--- src/rtl/sprite_pkg.sv ---
// Shared constants, FSM encoding and object ids for the sprite blitter.
package sprite_pkg;

  localparam int SCR_W = 640;
  localparam int SCR_H = 480;
  localparam int PIX_W = 12;
  localparam logic [11:0] TRANS_KEY = 12'hF0F;

  typedef enum logic [2:0] {
    S_IDLE,
    S_LOOKUP,
    S_RUN,
    S_DRAIN,
    S_DONE
  } state_t;

  // Object-descriptor ids; anything at or above OBJ_NUM maps to the 1x1 default.
  localparam logic [5:0] OBJ_BOX      = 6'd0;
  localparam logic [5:0] OBJ_TURTLER2 = 6'd35;
  localparam int         OBJ_NUM      = 36;

  // Linear frame-buffer address for an on-screen (sx, sy).
  function automatic logic [18:0] scr_lin(input logic [11:0] sx, input logic [11:0] sy);
    return 19'(sy) * 19'(SCR_W) + 19'(sx);
  endfunction

endpackage

--- src/rtl/sprite_addr_gen.sv ---
// Row-major sprite walker: col/row counters, running row_base (no multiplier)
// and sprite-ROM address generation. Freezes while stalled.
module sprite_addr_gen
(
  input  logic        clk,
  input  logic        rst,
  input  logic        clr,
  input  logic        en,
  input  logic        stall,
  input  logic        flip,
  input  logic [10:0] h,
  input  logic [10:0] w,
  input  logic [18:0] base,
  output logic [10:0] col,
  output logic [10:0] row,
  output logic [18:0] addr,
  output logic        last
);

  logic [18:0] row_base;
  logic [10:0] col_eff;
  logic        step;

  assign step    = en && !stall;
  assign last    = (row == h - 11'd1) && (col == w - 11'd1);
  assign col_eff = flip ? (w - 11'd1 - col) : col;
  assign addr    = base + row_base + {8'd0, col_eff};

  // Advance one pixel per issued read; wrap col and bump row/row_base at row end.
  always_ff @(posedge clk) begin
    if (rst || clr) begin
      col      <= '0;
      row      <= '0;
      row_base <= '0;
    end else if (step) begin
      if (col == w - 11'd1) begin
        col      <= '0;
        row      <= row + 11'd1;
        row_base <= row_base + {8'd0, w};
      end else begin
        col <= col + 11'd1;
      end
    end
  end

endmodule

--- src/rtl/sprite_blitter.sv ---
// Sprite blitter top: request/lookup FSM, two-stage ROM->FB pipeline with
// transparency and screen clipping, and frame-buffer back-pressure.
// Optional horizontal mirroring is enabled by defining SPRITE_MIRROR_EN.
module sprite_blitter
  import sprite_pkg::*;
#(
  parameter int          SCR_W     = sprite_pkg::SCR_W,
  parameter int          SCR_H     = sprite_pkg::SCR_H,
  parameter int          PIX_W     = sprite_pkg::PIX_W,
  parameter logic [11:0] TRANS_KEY = sprite_pkg::TRANS_KEY
)
(
  input  logic             clk,
  input  logic             rst,
  input  logic             req_valid,
  output logic             req_ready,
  input  logic [5:0]       req_id,
  input  logic [9:0]       req_x,
  input  logic [8:0]       req_y,
`ifdef SPRITE_MIRROR_EN
  input  logic             req_flip,
`endif
  output logic [5:0]       obj_id,
  input  logic [10:0]      obj_h,
  input  logic [10:0]      obj_w,
  input  logic [18:0]      obj_addr,
  output logic             rom_en,
  output logic [18:0]      rom_addr,
  input  logic [PIX_W-1:0] rom_data,
  output logic             fb_we,
  output logic [18:0]      fb_addr,
  output logic [PIX_W-1:0] fb_data,
  input  logic             fb_ready,
  output logic             busy,
  output logic             done
);

  state_t      state, state_n;
  logic [5:0]  id_q;
  logic [9:0]  x_q;
  logic [8:0]  y_q;
  logic        flip_q;
  logic [10:0] h_q, w_q;
  logic [18:0] base_q;
  logic        run_en, issue, stall, last;
  logic [10:0] col, row;
  logic [18:0] gen_addr;
  logic        s1_valid;
  logic [10:0] s1_col, s1_row;
  logic [11:0] sx, sy;
  logic        on_screen;

  assign obj_id = id_q;

  // Whole pipeline freezes while a write is offered and refused.
  assign stall = fb_we && !fb_ready;
  assign issue = run_en && !stall;

  // State register.
  always_ff @(posedge clk) begin
    if (rst) state <= S_IDLE;
    else     state <= state_n;
  end

  // Next-state logic; zero-sized sprites bypass RUN/DRAIN.
  always_comb begin
    state_n = state;
    unique case (state)
      S_IDLE:   if (req_valid) state_n = S_LOOKUP;
      S_LOOKUP: state_n = (obj_h == 11'd0 || obj_w == 11'd0) ? S_DONE : S_RUN;
      S_RUN:    if (issue && last) state_n = S_DRAIN;
      S_DRAIN:  if (!stall) state_n = S_DONE;
      S_DONE:   state_n = S_IDLE;
      default:  state_n = S_IDLE;
    endcase
  end

  // Control outputs decoded from state.
  always_comb begin
    req_ready = 1'b0;
    busy      = 1'b1;
    done      = 1'b0;
    run_en    = 1'b0;
    unique case (state)
      S_IDLE: begin
        req_ready = 1'b1;
        busy      = 1'b0;
      end
      S_RUN:   run_en = 1'b1;
      S_DONE:  done   = 1'b1;
      default: ;
    endcase
  end

  // Request/descriptor latches and stage-1 registers (alongside the ROM read).
  always_ff @(posedge clk) begin
    if (rst) begin
      id_q     <= '0;
      x_q      <= '0;
      y_q      <= '0;
      h_q      <= '0;
      w_q      <= '0;
      base_q   <= '0;
      s1_valid <= 1'b0;
      s1_col   <= '0;
      s1_row   <= '0;
    end else begin
      if (state == S_IDLE && req_valid) begin
        id_q <= req_id;
        x_q  <= req_x;
        y_q  <= req_y;
      end
      if (state == S_LOOKUP) begin
        h_q    <= obj_h;
        w_q    <= obj_w;
        base_q <= obj_addr;
      end
      if (!stall) begin
        s1_valid <= issue;
        s1_col   <= col;
        s1_row   <= row;
      end
    end
  end

`ifdef SPRITE_MIRROR_EN
  // Mirror flag travels with the request.
  always_ff @(posedge clk) begin
    if (rst)                             flip_q <= 1'b0;
    else if (state == S_IDLE && req_valid) flip_q <= req_flip;
  end
`else
  assign flip_q = 1'b0;
`endif

  sprite_addr_gen u_addr_gen (
    .clk   (clk),
    .rst   (rst),
    .clr   (state == S_LOOKUP),
    .en    (run_en),
    .stall (stall),
    .flip  (flip_q),
    .h     (h_q),
    .w     (w_q),
    .base  (base_q),
    .col   (col),
    .row   (row),
    .addr  (gen_addr),
    .last  (last)
  );

  assign rom_en   = issue;
  assign rom_addr = issue ? gen_addr : '0;

  // Stage 2: ROM word meets its screen position; 12-bit sums cannot wrap.
  assign sx        = {2'b00, x_q} + {1'b0, s1_col};
  assign sy        = {3'b000, y_q} + {1'b0, s1_row};
  assign on_screen = (sx < 12'(SCR_W)) && (sy < 12'(SCR_H));
  assign fb_we     = s1_valid && (rom_data != TRANS_KEY) && on_screen;
  assign fb_addr   = s1_valid ? scr_lin(sx, sy) : '0;
  assign fb_data   = s1_valid ? rom_data : '0;

endmodule
--- config.mk ---
export PLATFORM = sky130hd
export DESIGN_NAME = sprite_blitter
export DESIGN_NICKNAME = d
export VERILOG_FILES = /design/src/rtl/sprite_pkg.sv /design/src/rtl/sprite_addr_gen.sv /design/src/rtl/sprite_blitter.sv
export SDC_FILE = /design/constraint.sdc
export NUM_CORES = 1
export LEC_CHECK = 0
export BUFFER_PORTS_ARGS = -buffer_cell sky130_fd_sc_hd__buf_2
export CORE_MARGIN = 2
export CORE_UTILIZATION = 53
export CTS_BUF_LIST = sky130_fd_sc_hd__clkbuf_16
export DETAILED_ROUTE_END_ITERATION = 8
export HOLD_SLACK_MARGIN = 0.02
export PLACE_DENSITY = 0.77
export SKIP_CTS_REPAIR_TIMING = 1
export SLEW_MARGIN = 30
export SYNTH_ARGS = -nofsm -noshare
export SYNTH_HDL_FRONTEND = slang
export SYNTH_HIERARCHICAL = 1
export SYNTH_SLANG_ARGS = --single-unit
--- constraint.sdc ---
create_clock -name clk -period 5.6 [get_ports clk]
set_clock_uncertainty 0.05 [all_clocks]
set_input_delay 0.28 -clock clk [delete_from_list [all_inputs] [get_ports clk]]
set_output_delay 0.28 -clock clk [all_outputs]
set_load 0.005 [all_outputs]
==> metrics.cfg, run 1 <==
[worst_setup_path]
end_kind = output pin
path_class = reg -> out
critPathSlowestCell = a2111oi_0
r2r_slack_ps = 1170
critPathTopFamily = compound AO/OA/AOI/OAI gates
r2r-end = u_addr_gen/row_base[15]
timing.rr.start = s1_col[0]
worst_ep_required_time_ps = 5270
critPathLaunchType = flip-flop
ff2ff_path_depth = 16
path_cells = ha_1, o21ai_0, o21ai_0, nand2_1, o21a_1, xnor2_1, ha_1, ha_1, o21a_1, a2111oi_0, nor3_1, xor2_1, nand4_1, xnor2_1, and2_1, buf_2
slowest_delay_ps = 440
cp_max_fo = 4
crit_arrival_ps = 4210
path_buf_inv = 1
path_common_cell = ha_1

[place]
gp_congestion = 0.978
dpl_worst_slack_ps = 1210
hpwl_mm = 19.0
port-buffer-count = 142
placed_cells = 1611

[timing]
holdWs_ps = 37.5
setup_viol = 0
fmax_mhz = 220
rsz0062_at_grt = false
drv_slew = 0
worst_slew_pin_slew_ps = 829
period_needed_ps = 4540
layout_setup_ws_ps = 1060
post-route-period-util_pct = 81.1
setup_tns_ps = 0
slew_headroom_pct = 44.0
hold_viol_final = 0

[clock_network]
clkLatencyLatePin_ps = 420
numCtsBuffers = 17
ctsLongestPathBuffers = 2
cts_num_sinks = 133
htree_levels = 4
cts.clk_slew.worst_paths_ps = 60
cts_root_buf = clkbuf_16
cts_tree = yes

[layout]
seq_area_um2 = 2660
multiInputGateArea_um2 = 6880
n_fill_cell = 1695
nets = 1584
synthToLayoutAreaGrowth_pct = 13.5
drive_gt1_share_pct = 13.9
layout.cells.non_filler = 1642
diodes = 0
fin_util_pct = 61.1

[routing]
post_drt_via_cell_ratio = 5.67
first_iter_violations = 694
drt-total-wl_mm = 25.1
dr.pass1.iters = 6
route.detailed.drc = 0
vias = 9305
ant_nets = 0
wl_per_cell_um = 15.3

[worst_hold_path]
whs_endpoint = base_q[3]
hp-class = in -> reg
hp-start = obj_addr[3]
min_path_cells = 3

[logic_synthesis]
yosysWarnings = 6
synthFlopType = dfxtp_1
syn_area_um2 = 10000
ys_ff_latch = 133
seq_area_frac_synth_pct = 26.5
synth_edf_count = 0
post_synth_num_cell_types = 72
synthCells = 1276
async_flop_share_pct = 0
ys_top_cells_by_area = dfxtp_1 (27%), ha_1 (11%), nand2_1 (7.6%)
avgSynthCellArea_um2 = 7.87
yosys.area.top_type_share_pct = 26.5
synth_largest_area_cell = dfxtp_1

[floorplan]
fp.dieW_um = 142
core_um2 = 18600
start_util_pct = 53.8
die_h_um = 142
num_io_pins = 143
dieArea_um2 = 20100
rows = 50

[global_routing]
grt_pass1_wl_mm = 42.1
grt_overflow = 0
grtUsageTotal_pct = 25.7
grt_antenna_before_repair = 0
grt_max_degree = 72
grt_pass1_vias = 8686

[power]
p_per_area_nw_per_um2 = 231
vdd_drop_max_mv = 0.211
p_leak_uw = 0.00507

[job]
drv_cap = 0

[status]
outcome = complete, no violations

area by class of cell:
cell class | instances | area share, %
flip-flops and latches | 133 | 23.4
well taps | 234 | 2.57
repair buffers | 147 | 6.57
inverters | 69 | 2.27
clock buffers | 17 | 3.73
clock inverters | 14 | 1.07
multi-input cells | 1028 | 60.4
layout by cell type (no fill, tap or decap), types with 13 or more instances in the layout:
master / instances
o21ai_0: 32
dfxtp_1: 133
nand3_1: 25
xnor2_1: 65
a21o_1: 15
clkbuf_16: 17
nor2_1: 107
a211oi_1: 15
nor3b_1: 13
a21oi_1: 123
o21a_1: 20
mux2i_1: 30
nor3_1: 21
and2_1: 48
fa_1: 18
xor2_1: 25
or3_1: 14
nor2b_1: 17
buf_2: 142
nand4_1: 15
nand2_1: 203
ha_1: 88
inv_1: 69
worst max path at each step:
| stage | cells after the start | to | slack (ps) | start |
|---|---|---|---|---|
| after floorplan | 18 | u_addr_gen/row_base[13] | 1740 | x_q[0] |
| after global placement | 16 | u_addr_gen/row_base[15] | 1340 | x_q[0] |
| after detailed placement | 16 | u_addr_gen/row_base[15] | 1210 | x_q[0] |
| after CTS | 17 | fb_addr[18] | 1040 | s1_row[0] |
| after global routing | 16 | fb_addr[17] | 650 | s1_row[3] |
| final | 16 | fb_addr[18] | 1060 | y_q[2] |
synthesized netlist by cell type, types with 13 or more instances:
master      n
inv_1      67
mux2i_1    30
a21oi_1   123
nor2_1    107
and2_1     49
a211oi_1   15
nor3b_1    13
nor3_1     21
ha_1       88
nand2_1   204
o21ai_0    32
clkbuf_1   38
nor2b_1    17
nand3_1    25
dfxtp_1   133
o21a_1     20
fa_1       18
xor2_1     25
xnor2_1    65
nand4_1    15
a21o_1     15
or3_1      14
state kept, by name (all words and copies together) (netlist names):
register,count
s1_col,11
base_q,19
h_q,11
w_q,11
s1_valid,1
x_q,10
u_addr_gen/row,11
u_addr_gen/col,11
u_addr_gen/row_base,19
s1_row,11
state,3
y_q,9
obj_id,6
report_power, final:
group	leakage (uW)	internal [uW]	total [uW]	switching, uW
logic	0.00372	238	570	332
clock network	0.000279	640	1050	415
registers	0.00108	977	1010	30.0
total	0.00507	1850	2630	777
stage by stage:
| stage | power [uW] | area, um2 |
|---|---|---|
| 2_1_floorplan | 1440 | 10100 |
| 3_3_place_gp | 1580 | 10800 |
| 3_5_place_dp | 1590 | 10800 |
| 4_1_cts | 2640 | 11400 |
| 5_1_grt | 2770 | 11400 |
| 6_report | 2630 | 11400 |
worst reg2reg max path: stages (launching register included):
cell      delay, ps
dfxtp_1         330
ha_1            170
inv_1            50
fa_1            370
nand2b_1        210
a21oi_1         220
o32a_1          210
xnor2_1          90
a211oi_1        460
nor4_4           90
nand4b_1        260
nor4b_2         290
mux2i_1         260
buf_4           270
or4_1           550
or4_1           410
nand2_1          80
metal layers:
metal,routed length [um],vias to the layer above,track usage (%)
li1,-,4672,-
met1,11400,4292,33.7
met2,11900,312,43.7
met3,1400,29,4.72
met4,344,0,6.68
met5,0,-,0
cells by family (layout without fill, tap and decap cells):
| logic type | Yosys count | in the layout | share of synthesized area (%) |
|---|---|---|---|
| buffers and inverters | 119 | 247 | 5.20 |
| other | 1 | 5 | 0.0374 |
| multiplexers | 33 | 33 | 3.37 |
| AND/OR/NAND/NOR | 522 | 522 | 25.2 |
| AO/OA/AOI/OAI | 271 | 271 | 17.0 |
| XOR/XNOR | 91 | 91 | 8.09 |
| adder cells (fa/ha/maj) | 106 | 106 | 14.6 |
| flip-flops | 133 | 133 | 26.5 |
Note: power is estimated with default switching activity, not from simulation.
==> run 2, diff against run 1 <==
--- a/config.mk
+++ b/config.mk
@@ -5,13 +5,14 @@
 export SDC_FILE = /design/constraint.sdc
 export NUM_CORES = 1
 export LEC_CHECK = 0
+export ABC_AREA = 1
 export BUFFER_PORTS_ARGS = -buffer_cell sky130_fd_sc_hd__buf_2
 export CORE_MARGIN = 2
 export CORE_UTILIZATION = 53
 export CTS_BUF_LIST = sky130_fd_sc_hd__clkbuf_16
 export DETAILED_ROUTE_END_ITERATION = 8
 export HOLD_SLACK_MARGIN = 0.02
-export PLACE_DENSITY = 0.77
+export PLACE_DENSITY = 0.76
 export SKIP_CTS_REPAIR_TIMING = 1
 export SLEW_MARGIN = 30
 export SYNTH_ARGS = -nofsm -noshare
==> constraint.sdc (replaced) <==
create_clock -name clk -period 4.3 [get_ports clk]
set_clock_uncertainty 0.05 [all_clocks]
set_input_delay 0.215 -clock clk [delete_from_list [all_inputs] [get_ports clk]]
set_output_delay 0.215 -clock clk [all_outputs]
set_load 0.005 [all_outputs]
==> run 2 against run 1 <==
The run now ends with negative hold slack, negative setup slack left. Core utilization up 3.0 points. Synthesized cell count up 29%. Final cell count up 27%. Setup slack worse by 1200 ps. Global-route usage up 0.69 points. Sequential share of layout area down 2.1 points. Highest routed layer unchanged. Non-clock buffer count up 35. Cell area up 10%.
==> metrics.cfg, run 2 <==
[logic_synthesis]
synth_common_cells = nand2_1 (338), nor2_1 (251), inv_1 (219)
synthFlopType = dfxtp_1
synth_largest_area_cell = dfxtp_1
synthCells = 1641  ; +29%
yosys.area.top_type_share_pct = 25.0  ; -1.6 points
synth_edf_count = 0  ; unchanged
synth_most_common_cell = nand2_1
avgSynthCellArea_um2 = 6.50  ; -17%
ys_ff_latch = 133  ; unchanged
post_synth_num_cell_types = 47  ; -35%
async_flop_share_pct = 0  ; unchanged
seq_area_frac_synth_pct = 25.0  ; -1.6 points
yosysWarnings = 6  ; unchanged
ys_top_cells_by_area = dfxtp_1 (25%), nand2_1 (12%), ha_1 (10%)
syn_area_um2 = 10700  ; +6.2%

[power]
vdd_drop_max_mv = 0.349  ; +66%
seq_power_share_pct = 21.7  ; -17 points
swShare_pct = 47.9  ; +18 points
p_leak_uw = 0.00655  ; +29%
p_per_area_nw_per_um2 = 630  ; +170%
pwr-share-comb_pct = 60.4  ; +39 points
clockPowerShare_pct = 17.9  ; -22 points
p_switching_uw = 3790  ; +390%
p_int_uw = 4120  ; +120%

[global_routing]
grt_antenna_before_repair = 0  ; unchanged
grt_pass1_vias = 9952  ; +15%
grt_overflow = 0  ; unchanged
grt_pass1_wl_mm = 46.1  ; +9.7%
grt_max_degree = 67  ; -6.9%
grtUsageTotal_pct = 26.4  ; +0.69 points

[floorplan]
core_um2 = 19600  ; +5.1%
die_h_um = 146  ; +3.0%
num_io_pins = 143  ; unchanged
rows = 51  ; +2.0%
fp.dieW_um = 146  ; +3.0%
dieArea_um2 = 21300  ; +6.0%
start_util_pct = 54.4  ; +0.58 points

[worst_setup_path]
path_buf_inv = 5  ; +4
critPathLaunchType = flip-flop
critPathSlowestCell = fa_1
path_class = reg -> out
cp_max_fo = 5  ; +1
path_common_cell = nand2_1
ff2ff_path_depth = 24  ; +8
end_kind = output pin
slowest_delay_ps = 510  ; +70 ps
crit_arrival_ps = 4210  ; about the same
worst_ep_required_time_ps = 4030  ; -1240 ps
cp_num_cells = 23  ; +7
critPathTopFamily = adder cells
path_cells = ha_4, inv_2, fa_2, inv_2, a31oi_4, xnor2_2, ha_4, inv_2, fa_1, inv_2, ha_4, nand2_2, o311ai_4, nand2_1, nor2_2, nand2_1, nor2_2, nand2_1, nor2_2, nand2_1, nand2_1, nor2_1, buf_2

[timing]
layout_setup_ws_ps = -176  ; -1230 ps
holdWs_ps = -19.7  ; -57.2 ps
post-route-period-util_pct = 104
drv_slew = 0  ; unchanged
worst_slew_pin_slew_ps = 651  ; -178 ps
fmax_mhz = 223
slew_headroom_pct = 56.6  ; +13 points
rsz0062_at_grt = true
hold_viol_final = 3  ; +3
setup_viol = 1  ; +1
period_needed_ps = 4480

[routing]
wl_per_cell_um = 14.3  ; -6.2%
post_drt_via_cell_ratio = 5.24  ; -7.6%
route.detailed.drc = 0  ; unchanged
ant_nets = 0  ; unchanged
dr.pass1.iters = 5  ; -1
drt-total-wl_mm = 29.8  ; +19%
first_iter_violations = 649  ; -6.5%
vias = 10900  ; +17%

[clock_network]
cts.clk_slew.worst_paths_ps = 60  ; about the same
cts_root_buf = clkbuf_16
htree_levels = 4  ; unchanged
numCtsBuffers = 17  ; unchanged
cts_num_sinks = 133  ; unchanged
clkLatencyLatePin_ps = 420  ; about the same
ctsLongestPathBuffers = 2  ; unchanged
cts_tree = yes

[layout]
n_fill_cell = 1792  ; +5.7%
final_common_cell = nand2_1
synthToLayoutAreaGrowth_pct = 17.8
reg_top3 = base_q x19, u_addr_gen/row_base x19
final_area_um2 = 12600  ; +10%
most-common-layout-cells = nand2_1 (337), nor2_1 (247), inv_1 (214)
diodes = 0  ; unchanged
drive_gt1_share_pct = 14.8  ; +0.85 points
nets = 1991  ; +26%

[status]
violations = negative hold slack, negative setup slack
outcome = complete, but fails checks

[place]
placed_cell_area_um2 = 11600  ; +6.7%
port-buffer-count = 142  ; unchanged
dpl_worst_slack_ps = -122  ; -1330 ps
gp_congestion = 0.915  ; -6.4%
hpwl_mm = 22.3  ; +17%

[worst_hold_path]
hp-class = in -> reg
min_path_cells = 3  ; unchanged

[job]
drv_cap = 0  ; unchanged

## run 2: changes by cell type after synthesis, moves of 29 or more
cell and change:
nand3_1 +78, and2_1 -47, inv_1 +152, mux2i_1 -30, xnor2_1 -36, nor2_1 +144, o21ai_0 +67, o21ai_1 +29
nand2_1 +134
## run 2: worst paths after layout
| path | endpoint | slack [ps] | from |
|---|---|---|---|
| setup / recovery | fb_addr[18] | -180 | s1_row[0] |
| hold reg to reg | obj_id[3] | 410 | obj_id[3] |
| hold / removal | base_q[6] | -20 | obj_addr[6] |
| setup reg to reg | u_addr_gen/col[10] | 530 | s1_col[0] |
## run 2: power groups by stage
stage,combinational [uW],sequential (uW),clock (uW)
after detailed placement,4610,1730,0
after CTS,4650,1710,1440
after global routing,5370,1740,1480
final,4780,1710,1420
after floorplan,3540,1660,0
after global placement,4530,1720,0
## run 2: final cells by class
type | count | area, um2 | area share (%)
multi-input combinational | 1242 | 7070 | 56.3
sequential | 133 | 2670 | 21.2
timing repair buffer | 182 | 1080 | 8.57
inverter | 227 | 855 | 6.80
clock buffer | 17 | 425 | 3.39
tap | 265 | 332 | 2.64
clock inverter | 13 | 135 | 1.08
## run 2: cells by family (layout without fill, tap and decap cells)
logic type                 after synthesis  in the layout  share of synthesized area (%)
buffers and inverters                  268            439                           10.1
xor gates and xnor gates                67             67                           5.50
DFF                                    133            133                           25.0
adders and majority gates              106            106                           13.7
other                                    1              2                         0.0352
and+or+nand+nor                        801            802                           32.6
AOI/OAI and AO/OA                      265            265                           13.1
## run 2: through the flow
stage	hold WS, ps	utilization [%]	TNS [ps]	std cells	total power, uW
detailed placement	393	59.1	-122	2018	6340
global route	10.1	64.1	-1030	2079	8590
CTS	-46.4	61.9	-2020	2048	7800
finish	-19.7	64.1	-176	2079	7910
floorplan	300	-	0	1642	5200
global placement	387	59.1	0	2018	6250
## run 2: worst register-to-register path, delay by kind of cell, from the launching register on
family	cells	cell delay (ps)
fa+ha+maj	2	560
simple gates	19	2510
flops	1	360
buf+inv	3	240
## run 2: layer usage
layer / global-route usage [%] / up-vias / routed length, um
met4: 9.71 / 0 / 808
li1: - / 5602 / -
met1: 31.5 / 4912 / 12700
met3: 4.29 / 56 / 1490
met5: 0 / - / 0
met2: 47.7 / 320 / 14800
